$ cat config.mk
export PLATFORM = sky130hd
export DESIGN_NAME = vdp1_line_engine_flat
export DESIGN_NICKNAME = d
export VERILOG_FILES = /design/src/rtl/vdp1_line_engine_if.sv /design/src/rtl/vdp1_line_engine.sv /design/src/flat_wrapper.sv
export SDC_FILE = /design/constraint.sdc
export NUM_CORES = 1
export LEC_CHECK = 0
export ABC_CLOCK_PERIOD_IN_PS = 8400
export CAP_MARGIN = 10
export CORE_MARGIN = 4
export CORE_UTILIZATION = 65
export DETAILED_ROUTE_END_ITERATION = 7
export DONT_BUFFER_PORTS = 1
export GPL_TIMING_DRIVEN = 0
export HOLD_SLACK_MARGIN = 0.1
export PLACE_DENSITY_LB_ADDON = 0.08
export SYNTH_ARGS = -nofsm -noshare
export SYNTH_HDL_FRONTEND = slang
export SYNTH_SLANG_ARGS = --single-unit
$ cat constraint.sdc
create_clock -name clock -period 8.4 [get_ports clock]
set_input_delay 1.26 -clock clock [delete_from_list [all_inputs] [get_ports clock]]
set_output_delay 1.26 -clock clock [all_outputs]
set_load 0.02 [all_outputs]
$ cat src/rtl/vdp1_line_engine_if.sv
// vdp1_line_engine_if: pixel stream from the line engine to its consumer.
// The master drives the pixel and its metadata, the slave returns pix_ready.
interface vdp1_line_engine_if #(
  parameter int COORD_W = 11,
  parameter int CNT_W   = 12
);
  logic                      pix_valid;
  logic                      pix_ready;
  logic signed [COORD_W-1:0] pix_x;
  logic signed [COORD_W-1:0] pix_y;
  logic                      pix_last;
  logic [CNT_W-1:0]          pix_count;

  modport master (
    output pix_valid,
    output pix_x,
    output pix_y,
    output pix_last,
    output pix_count,
    input  pix_ready
  );

  modport slave (
    input  pix_valid,
    input  pix_x,
    input  pix_y,
    input  pix_last,
    input  pix_count,
    output pix_ready
  );
endinterface

$ cat src/rtl/vdp1_line_engine.sv
// vdp1_line_engine: signed Bresenham line stepper with a valid/ready pixel stream.
// Define VDP1_LINE_CLIP_EN to suppress points outside the sampled clip window.
module vdp1_line_engine #(
  parameter int COORD_W = 11,
  parameter int CNT_W   = 12
) (
  input  logic                      clock,
  input  logic                      reset_n,
  input  logic                      start,
  input  logic                      abort,
  input  logic signed [COORD_W-1:0] x0,
  input  logic signed [COORD_W-1:0] y0,
  input  logic signed [COORD_W-1:0] x1,
  input  logic signed [COORD_W-1:0] y1,
  input  logic signed [COORD_W-1:0] clip_xmin,
  input  logic signed [COORD_W-1:0] clip_ymin,
  input  logic signed [COORD_W-1:0] clip_xmax,
  input  logic signed [COORD_W-1:0] clip_ymax,
  output logic                      busy,
  output logic [CNT_W-1:0]          length,
  output logic                      done,
  vdp1_line_engine_if.master        pix
);

  localparam int EW = COORD_W + 2;

  typedef logic signed [COORD_W-1:0] crd_t;
  typedef logic signed [EW-1:0]      ext_t;

  typedef enum logic [1:0] {
    S_IDLE,
    S_SETUP,
    S_RUN,
    S_DONE
  } state_t;

  localparam crd_t ONE = crd_t'(1);

  function automatic ext_t sext(input crd_t v);
    return {{2{v[COORD_W-1]}}, v};
  endfunction

  state_t           state_q, state_d;
  crd_t             x0_q, x0_d;
  crd_t             y0_q, y0_d;
  crd_t             x1_q, x1_d;
  crd_t             y1_q, y1_d;
  ext_t             dx_q, dx_d;
  ext_t             dy_q, dy_d;
  ext_t             err_q, err_d;
  logic             sxn_q, sxn_d;
  logic             syn_q, syn_d;
  crd_t             px_q, px_d;
  crd_t             py_q, py_d;
  logic             valid_q, valid_d;
  logic             last_q, last_d;
  logic             busy_q, busy_d;
  logic             done_q, done_d;
  logic [CNT_W-1:0] cnt_q, cnt_d;
  logic [CNT_W-1:0] len_q, len_d;

  // Deltas are taken straight from the ports so length is ready
  // in the cycle after acceptance.
  ext_t ddx, ddy, adx, ady, amax;
  logic [CNT_W-1:0] len_acc;

  assign ddx     = sext(x1) - sext(x0);
  assign ddy     = sext(y1) - sext(y0);
  assign adx     = ddx[EW-1] ? -ddx : ddx;
  assign ady     = ddy[EW-1] ? -ddy : ddy;
  assign amax    = (adx > ady) ? adx : ady;
  assign len_acc = CNT_W'($unsigned(amax));

  ext_t e2, err_x, err_n;
  logic stx, sty;
  crd_t nx, ny;

  assign e2    = {err_q[EW-2:0], 1'b0};
  assign stx   = (e2 >= -dy_q);
  assign sty   = (e2 <= dx_q);
  assign err_x = stx ? err_q - dy_q : err_q;
  assign err_n = sty ? err_x + dx_q : err_x;
  assign nx    = !stx ? px_q :
                 sxn_q ? px_q - ONE : px_q + ONE;
  assign ny    = !sty ? py_q :
                 syn_q ? py_q - ONE : py_q + ONE;

  // Next point to present: the start point out of SETUP,
  // otherwise the stepped point.
  crd_t cand_x, cand_y;
  logic cand_end, cand_in, at_end;

  assign cand_x   = (state_q == S_SETUP) ? x0_q : nx;
  assign cand_y   = (state_q == S_SETUP) ? y0_q : ny;
  assign cand_end = (cand_x == x1_q) && (cand_y == y1_q);
  assign at_end   = (px_q == x1_q) && (py_q == y1_q);

`ifdef VDP1_LINE_CLIP_EN
  crd_t cxl_q, cxl_d;
  crd_t cyl_q, cyl_d;
  crd_t cxh_q, cxh_d;
  crd_t cyh_q, cyh_d;

  assign cand_in = (cand_x >= cxl_q) && (cand_x <= cxh_q) &&
                   (cand_y >= cyl_q) && (cand_y <= cyh_q);

  always_comb begin
    cxl_d = cxl_q;
    cyl_d = cyl_q;
    cxh_d = cxh_q;
    cyh_d = cyh_q;
    if (state_q == S_IDLE && start) begin
      cxl_d = clip_xmin;
      cyl_d = clip_ymin;
      cxh_d = clip_xmax;
      cyh_d = clip_ymax;
    end
  end

  always_ff @(posedge clock or negedge reset_n) begin
    if (!reset_n) begin
      cxl_q <= '0;
      cyl_q <= '0;
      cxh_q <= '0;
      cyh_q <= '0;
    end else begin
      cxl_q <= cxl_d;
      cyl_q <= cyl_d;
      cxh_q <= cxh_d;
      cyh_q <= cyh_d;
    end
  end
`else
  logic unused_clip;

  assign cand_in     = 1'b1;
  assign unused_clip = ^{clip_xmin, clip_ymin,
                         clip_xmax, clip_ymax};
`endif

  logic step, acc_pix;

  // A suppressed point never waits for the consumer.
  assign step    = valid_q ? pix.pix_ready : 1'b1;
  assign acc_pix = valid_q & pix.pix_ready;

  always_comb begin
    state_d = state_q;
    x0_d    = x0_q;
    y0_d    = y0_q;
    x1_d    = x1_q;
    y1_d    = y1_q;
    dx_d    = dx_q;
    dy_d    = dy_q;
    err_d   = err_q;
    sxn_d   = sxn_q;
    syn_d   = syn_q;
    px_d    = px_q;
    py_d    = py_q;
    valid_d = valid_q;
    last_d  = last_q;
    busy_d  = busy_q;
    done_d  = 1'b0;
    cnt_d   = cnt_q;
    len_d   = len_q;
    unique case (state_q)
      S_IDLE: begin
        if (start) begin
          state_d = S_SETUP;
          x0_d    = x0;
          y0_d    = y0;
          x1_d    = x1;
          y1_d    = y1;
          dx_d    = adx;
          dy_d    = ady;
          sxn_d   = ddx[EW-1];
          syn_d   = ddy[EW-1];
          len_d   = len_acc;
          cnt_d   = '0;
          busy_d  = 1'b1;
        end
      end
      S_SETUP: begin
        if (abort) begin
          state_d = S_IDLE;
          busy_d  = 1'b0;
        end else begin
          state_d = S_RUN;
          err_d   = dx_q - dy_q;
          px_d    = x0_q;
          py_d    = y0_q;
          valid_d = cand_in;
          last_d  = cand_in & cand_end;
        end
      end
      S_RUN: begin
        if (acc_pix) begin
          cnt_d = cnt_q + 1'b1;
        end
        if (abort) begin
          state_d = S_IDLE;
          valid_d = 1'b0;
          last_d  = 1'b0;
          busy_d  = 1'b0;
        end else if (step) begin
          if (at_end) begin
            state_d = S_DONE;
            valid_d = 1'b0;
            last_d  = 1'b0;
            done_d  = 1'b1;
          end else begin
            px_d    = nx;
            py_d    = ny;
            err_d   = err_n;
            valid_d = cand_in;
            last_d  = cand_in & cand_end;
          end
        end
      end
      S_DONE: begin
        state_d = S_IDLE;
        busy_d  = 1'b0;
      end
      default: begin
        state_d = S_IDLE;
        valid_d = 1'b0;
        last_d  = 1'b0;
        busy_d  = 1'b0;
      end
    endcase
  end

  always_ff @(posedge clock or negedge reset_n) begin
    if (!reset_n) begin
      state_q <= S_IDLE;
      x0_q    <= '0;
      y0_q    <= '0;
      x1_q    <= '0;
      y1_q    <= '0;
      dx_q    <= '0;
      dy_q    <= '0;
      err_q   <= '0;
      sxn_q   <= 1'b0;
      syn_q   <= 1'b0;
      px_q    <= '0;
      py_q    <= '0;
      valid_q <= 1'b0;
      last_q  <= 1'b0;
      busy_q  <= 1'b0;
      done_q  <= 1'b0;
      cnt_q   <= '0;
      len_q   <= '0;
    end else begin
      state_q <= state_d;
      x0_q    <= x0_d;
      y0_q    <= y0_d;
      x1_q    <= x1_d;
      y1_q    <= y1_d;
      dx_q    <= dx_d;
      dy_q    <= dy_d;
      err_q   <= err_d;
      sxn_q   <= sxn_d;
      syn_q   <= syn_d;
      px_q    <= px_d;
      py_q    <= py_d;
      valid_q <= valid_d;
      last_q  <= last_d;
      busy_q  <= busy_d;
      done_q  <= done_d;
      cnt_q   <= cnt_d;
      len_q   <= len_d;
    end
  end

  assign busy          = busy_q;
  assign done          = done_q;
  assign length        = len_q;
  assign pix.pix_valid = valid_q;
  assign pix.pix_x     = px_q;
  assign pix.pix_y     = py_q;
  assign pix.pix_last  = last_q;
  assign pix.pix_count = cnt_q;

endmodule
$ cat src/flat_wrapper.sv
// flat-port wrapper written by rule: the top's interface ports become plain ports
module vdp1_line_engine_flat 
#(
  parameter int COORD_W = 11,
  parameter int CNT_W   = 12
)
  (clock, reset_n, start, abort, x0, y0, x1, y1, clip_xmin, clip_ymin, clip_xmax, clip_ymax, busy, length, done, pix_pix_valid, pix_pix_x, pix_pix_y, pix_pix_last, pix_pix_count, pix_pix_ready);
  vdp1_line_engine_if #(.COORD_W(COORD_W), .CNT_W(CNT_W)) pix_i ();
  input  logic clock;
  input  logic reset_n;
  input  logic start;
  input  logic abort;
  input  logic signed [COORD_W-1:0] x0;
  input  logic signed [COORD_W-1:0] y0;
  input  logic signed [COORD_W-1:0] x1;
  input  logic signed [COORD_W-1:0] y1;
  input  logic signed [COORD_W-1:0] clip_xmin;
  input  logic signed [COORD_W-1:0] clip_ymin;
  input  logic signed [COORD_W-1:0] clip_xmax;
  input  logic signed [COORD_W-1:0] clip_ymax;
  output logic busy;
  output logic [CNT_W-1:0] length;
  output logic done;
  output wire logic [$bits(pix_i.pix_valid)-1:0] pix_pix_valid;
  output wire logic [$bits(pix_i.pix_x)-1:0] pix_pix_x;
  output wire logic [$bits(pix_i.pix_y)-1:0] pix_pix_y;
  output wire logic [$bits(pix_i.pix_last)-1:0] pix_pix_last;
  output wire logic [$bits(pix_i.pix_count)-1:0] pix_pix_count;
  input wire logic [$bits(pix_i.pix_ready)-1:0] pix_pix_ready;
  assign pix_pix_valid = pix_i.pix_valid;
  assign pix_pix_x = pix_i.pix_x;
  assign pix_pix_y = pix_i.pix_y;
  assign pix_pix_last = pix_i.pix_last;
  assign pix_pix_count = pix_i.pix_count;
  assign pix_i.pix_ready = pix_pix_ready;
  vdp1_line_engine #(.COORD_W(COORD_W), .CNT_W(CNT_W)) u_core (.clock(clock), .reset_n(reset_n), .start(start), .abort(abort), .x0(x0), .y0(y0), .x1(x1), .y1(y1), .clip_xmin(clip_xmin), .clip_ymin(clip_ymin), .clip_xmax(clip_xmax), .clip_ymax(clip_ymax), .busy(busy), .length(length), .done(done), .pix(pix_i));
endmodule
==> flow_summary.json, run 1 <==
{
  "path_clk_slew_ns": 0.06,
  "total_power_uw": 6340,
  "switchingPower_uw": 3270,
  "area_growth_pct": 7.19,
  "wl_per_cell_um": 21.7,
  "end_kind": "flop",
  "vdd_drop_max_v": 0.000423,
  "ys_types": 73,
  "port_buffers": 0,
  "die-area_um2": 20500,
  "synth_xor_area_share_pct": 9.68,
  "synth-async-reset-ratio_pct": 100,
  "cts_setup_buffers": 0,
  "cts_root_buf": "clkbuf_16",
  "fin_area_um2": 12700,
  "num_vias": 10800,
  "antenna_found_initial": 0,
  "cap_violations": 0,
  "synth_mux_area_share_pct": 5.09,
  "critPathKind": "flop to flop",
  "io_pins": 143,
  "final_hold_viol_count": 0,
  "worst_slack_ns": 1.43,
  "sw_frac_of_total_pct": 51.6,
  "cp_common_cell": "ha_1",
  "ant_nets": 0,
  "synth_area_per_cell_um2": 8.44,
  "cts_sinks": 136,
  "synthAdderAreaFrac_pct": 13.5,
  "ctsHoldBuffers": 0,
  "grt_pass1_vias": 10400,
  "netlist_area_um2": 11900,
  "p_clk_share_pct": 11.6,
  "gp_congestion": 0.990,
  "cts_made_buffers": 17,
  "synth_edf_count": 0,
  "clk_latency_ns": 0.43,
  "layout.cells.non_filler": 1665,
  "track_usage_pct": 35.7,
  "totalWireLength_mm": 36.1,
  "die_width_um": 143,
  "rsz0062_at_grt": "no",
  "grt_pass1_wl_mm": 56.2,
  "dr.first_iter.drc_count": 1069,
  "seqPwrFrac_pct": 23.9,
  "pre_cts_slack_ns": 1.64,
  "cellPowerDensity_nw_per_um2": 499,
  "dp_hpwl_mm": 28.4,
  "synth_simple_gate_area_share_pct": 16.1,
  "nNetsFinal": 1641,
  "synth_top_family_by_area": "compound AO/OA/AOI/OAI gates",
  "p_leak_uw": 0.00591,
  "drc": 0,
  "arrival_ns": 7.27,
  "worst_slew_pin_slew_ns": 0.847,
  "drv_slew": 0,
  "synth_ff_type": "dfrtp_1",
  "synth_compound_area_share_pct": 21.0,
  "pwr-share-comb_pct": 64.6,
  "crit_family": "compound AO/OA/AOI/OAI gates",
  "cp_max_fo": 10,
  "cts.path.max_buffers": 2,
  "vias_per_cell": 6.49,
  "slew_headroom_pct": 43.3,
  "drive_above_1_share_pct": 6.62,
  "clock_skew_ns": 0.0133,
  "cts-htree-levels": 4,
  "cpPeakStageDelay_ns": 0.65,
  "ctsResizeCount": 0,
  "synth_cells": 1405,
  "fp-row-count": 49,
  "ys_seq_area_share_pct": 28.7,
  "grt-ovfl-total": 0,
  "critPathSlowestCell": "o31ai_2",
  "ys_ff_latch": 136,
  "setup-tns-final_ns": 0,
  "setup_viol_count_final": 0,
  "post-route-period-util_pct": 83.0,
  "core_um2": 18000,
  "dp.cells": 1634,
  "worst-path-buf-inv": 4,
  "outcome": "completed",
  "start_kind": "flop",
  "start_util_pct": 66.0,
  "cts_tree": "yes",
  "yosys_warnings": 0,
  "max_clock_freq_mhz": 143,
  "firstDrtPassIters": 8,
  "placed_area_um2": 12100,
  "die_y_um": 143,
  "internal_power_uw": 3070,
  "required_ns": 8.70,
  "synthesis.nets": 1622,
  "period_needed_ns": 6.97,
  "hp-class": "primary input to async pin",
  "antennaDiodeCount": 0,
  "grt_max_degree": 137
}
-- cell usage in the layout (no fill, tap or decap), types with 42 or more instances in the layout --
cell,instances
a21oi_1,57
dfrtp_1,136
ha_1,117
inv_1,131
mux2_2,42
nand2_1,148
nor2_1,82
o21ai_0,133
xnor2_1,62
xor2_1,69
-- Yosys cell counts, types with 9 or more instances --
master / number / area share (%)
nor2b_1: 22 / 1.2
a31oi_1: 10 / 0.53
nand3_1: 29 / 1.2
nand4_1: 12 / 0.63
buf_1: 9 / 0.29
o21ai_0: 133 / 5.6
nand2_1: 148 / 4.7
nor2_1: 82 / 2.6
mux2i_1: 13 / 1.1
xor2_1: 69 / 5.1
xnor2_1: 62 / 4.6
nor3_1: 24 / 1.0
a21o_1: 21 / 1.3
inv_1: 131 / 4.1
ha_1: 117 / 12
mux2_2: 42 / 4.0
o21a_1: 15 / 0.95
a21oi_1: 57 / 2.4
dfrtp_1: 136 / 29
o211ai_1: 11 / 0.70
nor4_1: 14 / 0.74
nand2b_1: 12 / 0.63
clkbuf_1: 33 / 1.0
a211oi_1: 9 / 0.57
or3_1: 19 / 1.0
o31ai_1: 15 / 0.95
a222oi_1: 23 / 1.9
-- flip-flops by register name, indices dropped and copies added, names as in the netlist --
signal	flops
u_core.pix.pix_x	11
u_core.y1_q	11
u_core.pix.pix_y	11
u_core.busy	1
u_core.pix.pix_count	12
u_core.length	12
u_core.x0_q	11
u_core.x1_q	11
u_core.dy_q	13
u_core.sxn_q	1
u_core.pix.pix_last	1
u_core.dx_q	13
u_core.state_q	2
u_core.done	1
u_core.err_q	12
u_core.syn_q	1
u_core.y0_q	11
u_core.pix.pix_valid	1
-- logic make-up after synthesis --
group | after synthesis
buf+inv | 179
flops | 136
xor+xnor | 131
mux | 55
simple gates | 401
other cells | 2
fa+ha+maj | 124
compound gates | 377
-- power groups by stage --
stage | sequential, uW | combinational, uW | clock [uW]
6_report | 1510 | 4090 | 732
5_1_grt | 1540 | 4520 | 766
4_1_cts | 1490 | 4020 | 736
3_5_place_dp | 1490 | 3970 | 0
3_3_place_gp | 1490 | 3880 | 0
2_1_floorplan | 1290 | 3130 | 0
-- routing by layer --
| layer | part of all wire (%) | GRT usage, % | wire, um | vias up |
|---|---|---|---|---|
| met4 | 3.2 | 12.3 | 1150 | 0 |
| met5 | 0 | 0 | 0 | - |
| li1 | - | - | - | 5088 |
| met2 | 44 | 54.5 | 15800 | 496 |
| met1 | 42 | 50.3 | 15300 | 5146 |
| met3 | 11 | 8.14 | 3800 | 69 |
-- worst paths after layout --
kind	from	endpoint	slack, ns	cells after the start
setup / recovery	u_core.dy_q[1]$_DFFE_PN0P_	u_core.err_q[11]$_DFFE_PN0P_	1.43	25
hold / removal	reset_n	u_core.err_q[2]$_DFFE_PN0P_	0.52	0
setup reg to reg	u_core.dy_q[1]$_DFFE_PN0P_	u_core.err_q[11]$_DFFE_PN0P_	1.43	25
hold reg to reg	u_core.dy_q[8]$_DFFE_PN0P_	u_core.dy_q[8]$_DFFE_PN0P_	0.52	2
max in group asynchronous	reset_n	u_core.y0_q[4]$_DFFE_PN0P_	7.65	0
min in group clock	u_core.dy_q[8]$_DFFE_PN0P_	u_core.dy_q[8]$_DFFE_PN0P_	0.52	2
-- area by class of cell --
class / instances / area [um2]
multi-input combinational: 1090 / 7760
buffer: 48 / 194
sequential: 136 / 3400
tap: 229 / 287
clock inverter: 10 / 95.1
clock buffer: 21 / 470
fill: 1491 / 5260
inverter: 131 / 492
-- through the flow --
step / hold slack [ns] / util [%]
after floorplan: 0.450 / -
after CTS: 0.515 / 70.7
after global routing: 0.511 / 70.7
after detailed placement: 0.504 / 67.6
after global placement: 0.486 / 67.6
final: 0.516 / 70.7
No activity file was read; power rests on OpenSTA's default activity.
==> run 2, diff against run 1 <==
--- a/config.mk
+++ b/config.mk
@@ -5,10 +5,10 @@
 export SDC_FILE = /design/constraint.sdc
 export NUM_CORES = 1
 export LEC_CHECK = 0
-export ABC_CLOCK_PERIOD_IN_PS = 8400
+export ABC_CLOCK_PERIOD_IN_PS = 5870
 export CAP_MARGIN = 10
 export CORE_MARGIN = 4
-export CORE_UTILIZATION = 65
+export CORE_UTILIZATION = 59
 export DETAILED_ROUTE_END_ITERATION = 7
 export DONT_BUFFER_PORTS = 1
 export GPL_TIMING_DRIVEN = 0
==> constraint.sdc (replaced) <==
create_clock -name clock -period 5.87 [get_ports clock]
set_input_delay 0.8805 -clock clock [delete_from_list [all_inputs] [get_ports clock]]
set_output_delay 0.8805 -clock clock [all_outputs]
set_load 0.02 [all_outputs]
==> run 2 against run 1 <==
Fmax grew 24%. Clock skew shrank 0.0046 ns. Critical endpoint unchanged. Combinational power grew 45%. Via count shrank 0.12%. Critical path type unchanged. Largest cell class unchanged.
==> flow_summary.json, run 2 (synthesized netlist as in run 1, its figures left out) <==
{
  "grt_pass1_wl_mm": 56.2,
  "max_clock_freq_mhz": 178,
  "outcome": "completed",
  "p_clk_share_pct": 12.3,
  "dp_hpwl_mm": 28.7,
  "area_growth_pct": 9.19,
  "final_util_pct": 66.1,
  "grt_max_degree": 137,
  "clock_skew_ns": 0.00870,
  "post-route-period-util_pct": 95.8,
  "cap_violations": 0,
  "layout.cells.non_filler": 1706,
  "die_y_um": 150,
  "cts-htree-levels": 4,
  "cts_made_buffers": 17,
  "seqPwrFrac_pct": 23.4,
  "dp.cells": 1670,
  "totalWireLength_mm": 36.3,
  "vias_per_cell": 6.32,
  "endpoint": "u_core.err_q[11]$_DFFE_PN0P_",
  "cp_max_fo": 10,
  "drv_slew": 0,
  "gp_congestion": 0.994,
  "arrival_ns": 5.93,
  "worst_slew_pin_slew_ns": 0.959,
  "drive_above_1_share_pct": 8.33,
  "rr_startpoint": "u_core.dy_q[2]$_DFFE_PN0P_",
  "ctsHoldBuffers": 0,
  "port_buffers": 0,
  "cts_root_buf": "clkbuf_16",
  "fp-row-count": 51,
  "r2r_slack_ns": 0.25,
  "track_usage_pct": 32.6,
  "total_power_uw": 9260,
  "ant_nets": 0,
  "cellPowerDensity_nw_per_um2": 715,
  "top_regs": "u_core.dx_q x13, u_core.dy_q x13",
  "cts_sinks": 136,
  "required_ns": 6.18,
  "layout_common_cells": "nand2_1 (147), dfrtp_1 (132), o21ai_0 (131), inv_1 (130), ha_1 (115)",
  "slew_headroom_pct": 36.0,
  "antennaDiodeCount": 0,
  "p_leak_uw": 0.00598,
  "internal_power_uw": 4550,
  "setup_viol_count_final": 0,
  "die-area_um2": 22400,
  "dr.first_iter.drc_count": 1133,
  "cts.path.max_buffers": 2,
  "num_vias": 10800,
  "r2r_cells": 24,
  "antenna_found_initial": 0,
  "firstDrtPassIters": 8,
  "start_kind": "flop",
  "die_width_um": 150,
  "pwr-share-comb_pct": 64.3,
  "core_um2": 19600,
  "wl_per_cell_um": 21.3,
  "end_kind": "flop",
  "vdd_drop_max_v": 0.000266,
  "nFillCells": 1730,
  "start_util_pct": 60.5,
  "critPathKind": "flop to flop",
  "reg2reg_to": "u_core.err_q[11]$_DFFE_PN0P_",
  "drc": 0,
  "hp-class": "primary input to async pin",
  "crit_start": "u_core.dy_q[2]$_DFFE_PN0P_",
  "path_clk_slew_ns": 0.07,
  "final_common_cell": "nand2_1",
  "grt-ovfl-total": 0,
  "switchingPower_uw": 4700,
  "io_pins": 143,
  "clk_latency_ns": 0.43,
  "period_needed_ns": 5.62,
  "sw_frac_of_total_pct": 50.8,
  "final_hold_viol_count": 0,
  "cts_tree": "yes",
  "grt_pass1_vias": 10100,
  "nNetsFinal": 1645
}
[run 2: worst max-delay path, cell delays in order, from the launching register on]
cell and delay, ns:
dfrtp_2 0.46, nor4_4 0.34, nand2_2 0.14, nor4_2 0.19, xor2_1 0.23, ha_1 0.29, nand3_1 0.14, nor3_2 0.08
a221o_1 0.34, o31ai_4 0.39, buf_6 0.19, clkbuf_4 0.24, mux2i_4 0.27, inv_1 0.06, ha_1 0.27, a21o_1 0.18
a21oi_1 0.17, nor2b_1 0.10, o41ai_2 0.38, o211ai_1 0.20, a21o_1 0.19, nand3_1 0.11, xor2_1 0.19, mux2i_1 0.10
a221o_1 0.26
[run 2: repair_timing]
action / 4_1_cts / 5_1_grt
setup buffers: 1 / 3
pin swaps: 1 / 9
endpoints found under the setup margin: 9 / 8
gates resized for setup: 10 / 23
[run 2: worst min path at each step]
stage,to,slack [ns],cells after the start
after floorplan,u_core.dy_q[9]$_DFFE_PN0P_,0.45,2
after global placement,u_core.dy_q[9]$_DFFE_PN0P_,0.48,2
after detailed placement,u_core.dy_q[9]$_DFFE_PN0P_,0.49,2
after CTS,u_core.err_q[1]$_DFFE_PN0P_,0.13,0
after global routing,u_core.err_q[1]$_DFFE_PN0P_,0.13,0
final,u_core.err_q[1]$_DFFE_PN0P_,0.14,0
[run 2: power by group through the flow]
stage | sequential, uW | combinational (uW) | clock [uW]
final | 2170 | 5950 | 1140
after global routing | 2210 | 6590 | 1190
after CTS | 2120 | 5770 | 1150
after detailed placement | 2130 | 5650 | 0
after global placement | 2120 | 5560 | 0
after floorplan | 1850 | 4470 | 0
[run 2: area by class of cell]
class                   instances  area [um2]  share of cell area, %
multi-input cells            1090        7850                   60.7
flip-flops and latches        136        3410                   26.3
inverters                     131         494                   3.82
clock buffers                  18         429                   3.32
well taps                     265         332                   2.56
plain buffers                  48         208                   1.60
clock inverters                14         189                   1.46
repair buffers                  4        30.0                  0.232
[run 2: layer usage]
metal  share of wire [%]  GRT usage, %
met5                   0             0
met4                 3.4          11.7
met2                  43          50.2
met1                  44          46.3
met3                 9.6          5.84
[run 2: metrics by stage]
step	setup TNS, ns	hold slack (ns)	setup WS [ns]	area [um2]
3_5_place_dp	-4.39	0.490	-0.918	12200
3_3_place_gp	-3.42	0.478	-0.839	12200
5_1_grt	-0.0122	0.126	-0.0122	12900
2_1_floorplan	0	0.450	0.381	11900
4_1_cts	0	0.132	0.0580	12800
6_report	0	0.139	0.249	12900
==> run 3, diff against run 2 <==
--- a/config.mk
+++ b/config.mk
@@ -5,7 +5,7 @@
 export SDC_FILE = /design/constraint.sdc
 export NUM_CORES = 1
 export LEC_CHECK = 0
-export ABC_CLOCK_PERIOD_IN_PS = 5870
+export ABC_CLOCK_PERIOD_IN_PS = 5090
 export CAP_MARGIN = 10
 export CORE_MARGIN = 4
 export CORE_UTILIZATION = 59
==> constraint.sdc (replaced) <==
create_clock -name clock -period 5.09 [get_ports clock]
set_input_delay 0.7635 -clock clock [delete_from_list [all_inputs] [get_ports clock]]
set_output_delay 0.7635 -clock clock [all_outputs]
set_load 0.02 [all_outputs]
==> run 3 against run 2 <==
The run now ends with negative setup slack left. Power up 20%. Worst hold slack gained 0.099 ns. Highest routed layer unchanged. Global-route usage up 0.78 points. Cell area up 2.8%. Count of clock-buffer cells in the layout stayed put. Sequential cell count did not move. Clock power grew 21%. Fmax up 6.7%. Sequential share of layout area decreased by 0.68 points. Clock skew grew 0.0043 ns. Die area unchanged. Worst setup slack worse by 0.43 ns.
==> flow_summary.json, run 3 (synthesized netlist as in run 1, its figures left out) <==
{
  "outcome": "finished with violations",
  "violations": "negative setup slack",
  "grt_pass1_wl_mm": 57.8,
  "final_hold_viol_count": 0,
  "port_buffers": 0,
  "worst_slack_ns": -0.179,
  "clock_skew_ns": 0.0130,
  "critPathKind": "flop to flop",
  "firstDrtPassIters": 8,
  "start_util_pct": 60.5,
  "slew_headroom_pct": 32.7,
  "pwr-share-comb_pct": 65.0,
  "core_um2": 19600,
  "start_kind": "flop",
  "drv_slew": 0,
  "fp-row-count": 51,
  "top_regs": "u_core.dx_q x13, u_core.dy_q x13",
  "grt_pass1_vias": 10300,
  "period_needed_ns": 5.27,
  "worst_slew_pin_slew_ns": 1.01,
  "rsz0062_at_grt": "yes",
  "seqPwrFrac_pct": 22.6,
  "p_clk_share_pct": 12.4,
  "gp_congestion": 0.960,
  "hp-class": "primary input to async pin",
  "final_common_cell": "nand2_1",
  "cts_root_buf": "clkbuf_16",
  "die-area_um2": 22400,
  "die_y_um": 150,
  "end_kind": "flop",
  "pre_cts_slack_ns": -1.05,
  "arrival_ns": 5.59,
  "setup_viol_count_final": 2,
  "io_pins": 143,
  "grt-ovfl-total": 0,
  "totalWireLength_mm": 37.3,
  "clk_latency_ns": 0.43,
  "layout_common_cells": "nand2_1 (144), dfrtp_1 (129), inv_1 (125), o21ai_0 (124), ha_1 (115)",
  "cap_violations": 0,
  "vdd_drop_max_v": 0.000326,
  "cts-htree-levels": 4,
  "cts_sinks": 136,
  "nNetsFinal": 1666,
  "ant_nets": 0,
  "cts.path.max_buffers": 2,
  "nFillCells": 1627,
  "dp_hpwl_mm": 28.6,
  "antennaDiodeCount": 0,
  "wl_per_cell_um": 21.6,
  "die_width_um": 150,
  "r2r_cells": 25,
  "cellPowerDensity_nw_per_um2": 838,
  "vias_per_cell": 6.32,
  "antenna_found_initial": 0,
  "cts_tree": "yes",
  "post-route-period-util_pct": 104,
  "setup-tns-final_ns": -0.343,
  "drc": 0,
  "whs_ns": 0.238,
  "max_clock_freq_mhz": 190,
  "internal_power_uw": 5490,
  "cp_max_fo": 4,
  "cts_made_buffers": 17,
  "path_clk_slew_ns": 0.07,
  "switchingPower_uw": 5660,
  "dr.first_iter.drc_count": 1091,
  "track_usage_pct": 33.4,
  "num_vias": 10900,
  "sw_frac_of_total_pct": 50.8,
  "required_ns": 5.41,
  "p_leak_uw": 0.00614,
  "drive_above_1_share_pct": 11.6,
  "area_growth_pct": 12.2,
  "grt_max_degree": 137
}
[run 3: layer usage]
layer	track usage (%)	part of all wire, %
met2	51.0	44
met5	0	0
met3	7.12	9.1
met4	11.8	3.6
met1	47.2	44
[run 3: path summary, 6_finish.rpt]
path / to / startpoint / slack [ns]
max: u_core.err_q[11]$_DFFE_PN0P_ / u_core.dy_q[5]$_DFFE_PN0P_ / -0.18
min: u_core.err_q[1]$_DFFE_PN0P_ / reset_n / 0.24
max reg2reg: u_core.err_q[11]$_DFFE_PN0P_ / u_core.dy_q[5]$_DFFE_PN0P_ / -0.18
min reg2reg: u_core.dy_q[12]$_DFFE_PN0P_ / u_core.dy_q[12]$_DFFE_PN0P_ / 0.51
max in group asynchronous: u_core.dy_q[0]$_DFFE_PN0P_ / reset_n / 4.18
min in group clock: u_core.dx_q[12]$_DFFE_PN0P_ / start / 0.42
[run 3: power groups by stage]
stage	clock [uW]	sequential (uW)	combinational, uW
floorplan	0	2130	5200
global placement	0	2450	6450
detailed placement	0	2460	6590
CTS	1390	2470	6910
global route	1440	2560	8030
finish	1380	2520	7250
[run 3: cell type report]
type / instances / area [um2] / share of cell area (%)
Timing Repair Buffer: 27 / 226 / 1.70
Multi-Input combinational cell: 1090 / 7990 / 60.0
Sequential cell: 136 / 3410 / 25.7
Clock buffer: 18 / 429 / 3.23
Buffer: 46 / 215 / 1.62
Clock inverter: 14 / 209 / 1.57
Tap cell: 265 / 332 / 2.49
Inverter: 131 / 492 / 3.70
[run 3: what timing repair did]
action,4_1_cts,5_1_grt
setup buffers,13,13
endpoints found under the hold margin,136,0
cloned,0,0
gates resized for setup,43,27
setup endpoints to repair,17,19
pin swaps,22,24
hold buffers,1,0
[run 3: metrics by stage]
step / std cells / cell area [um2] / util, % / total power, uW
after floorplan: 1405 / 11900 / - / 7330
after global placement: 1670 / 12200 / 62.4 / 8900
after detailed placement: 1670 / 12200 / 62.4 / 9050
after CTS: 1715 / 13100 / 67.0 / 10800
after global routing: 1727 / 13300 / 67.9 / 12000
final: 1727 / 13300 / 67.9 / 11200
[run 3: worst max-delay path, stage by stage, from the launching register on]
cell	delay, ns
dfrtp_2	0.44
nor4_4	0.32
nand2_2	0.10
buf_4	0.16
nor4_4	0.17
xor2_1	0.19
ha_1	0.28
nand3_2	0.11
nor3_4	0.06
a221o_1	0.34
o31ai_4	0.33
buf_6	0.18
buf_8	0.13
mux2i_4	0.23
inv_1	0.06
ha_1	0.27
a21o_1	0.18
a21oi_2	0.15
nor2b_2	0.08
o41ai_4	0.36
o211ai_1	0.16
a21o_1	0.21
nand3_2	0.09
xor2_1	0.18
mux2i_1	0.11
a221o_1	0.26
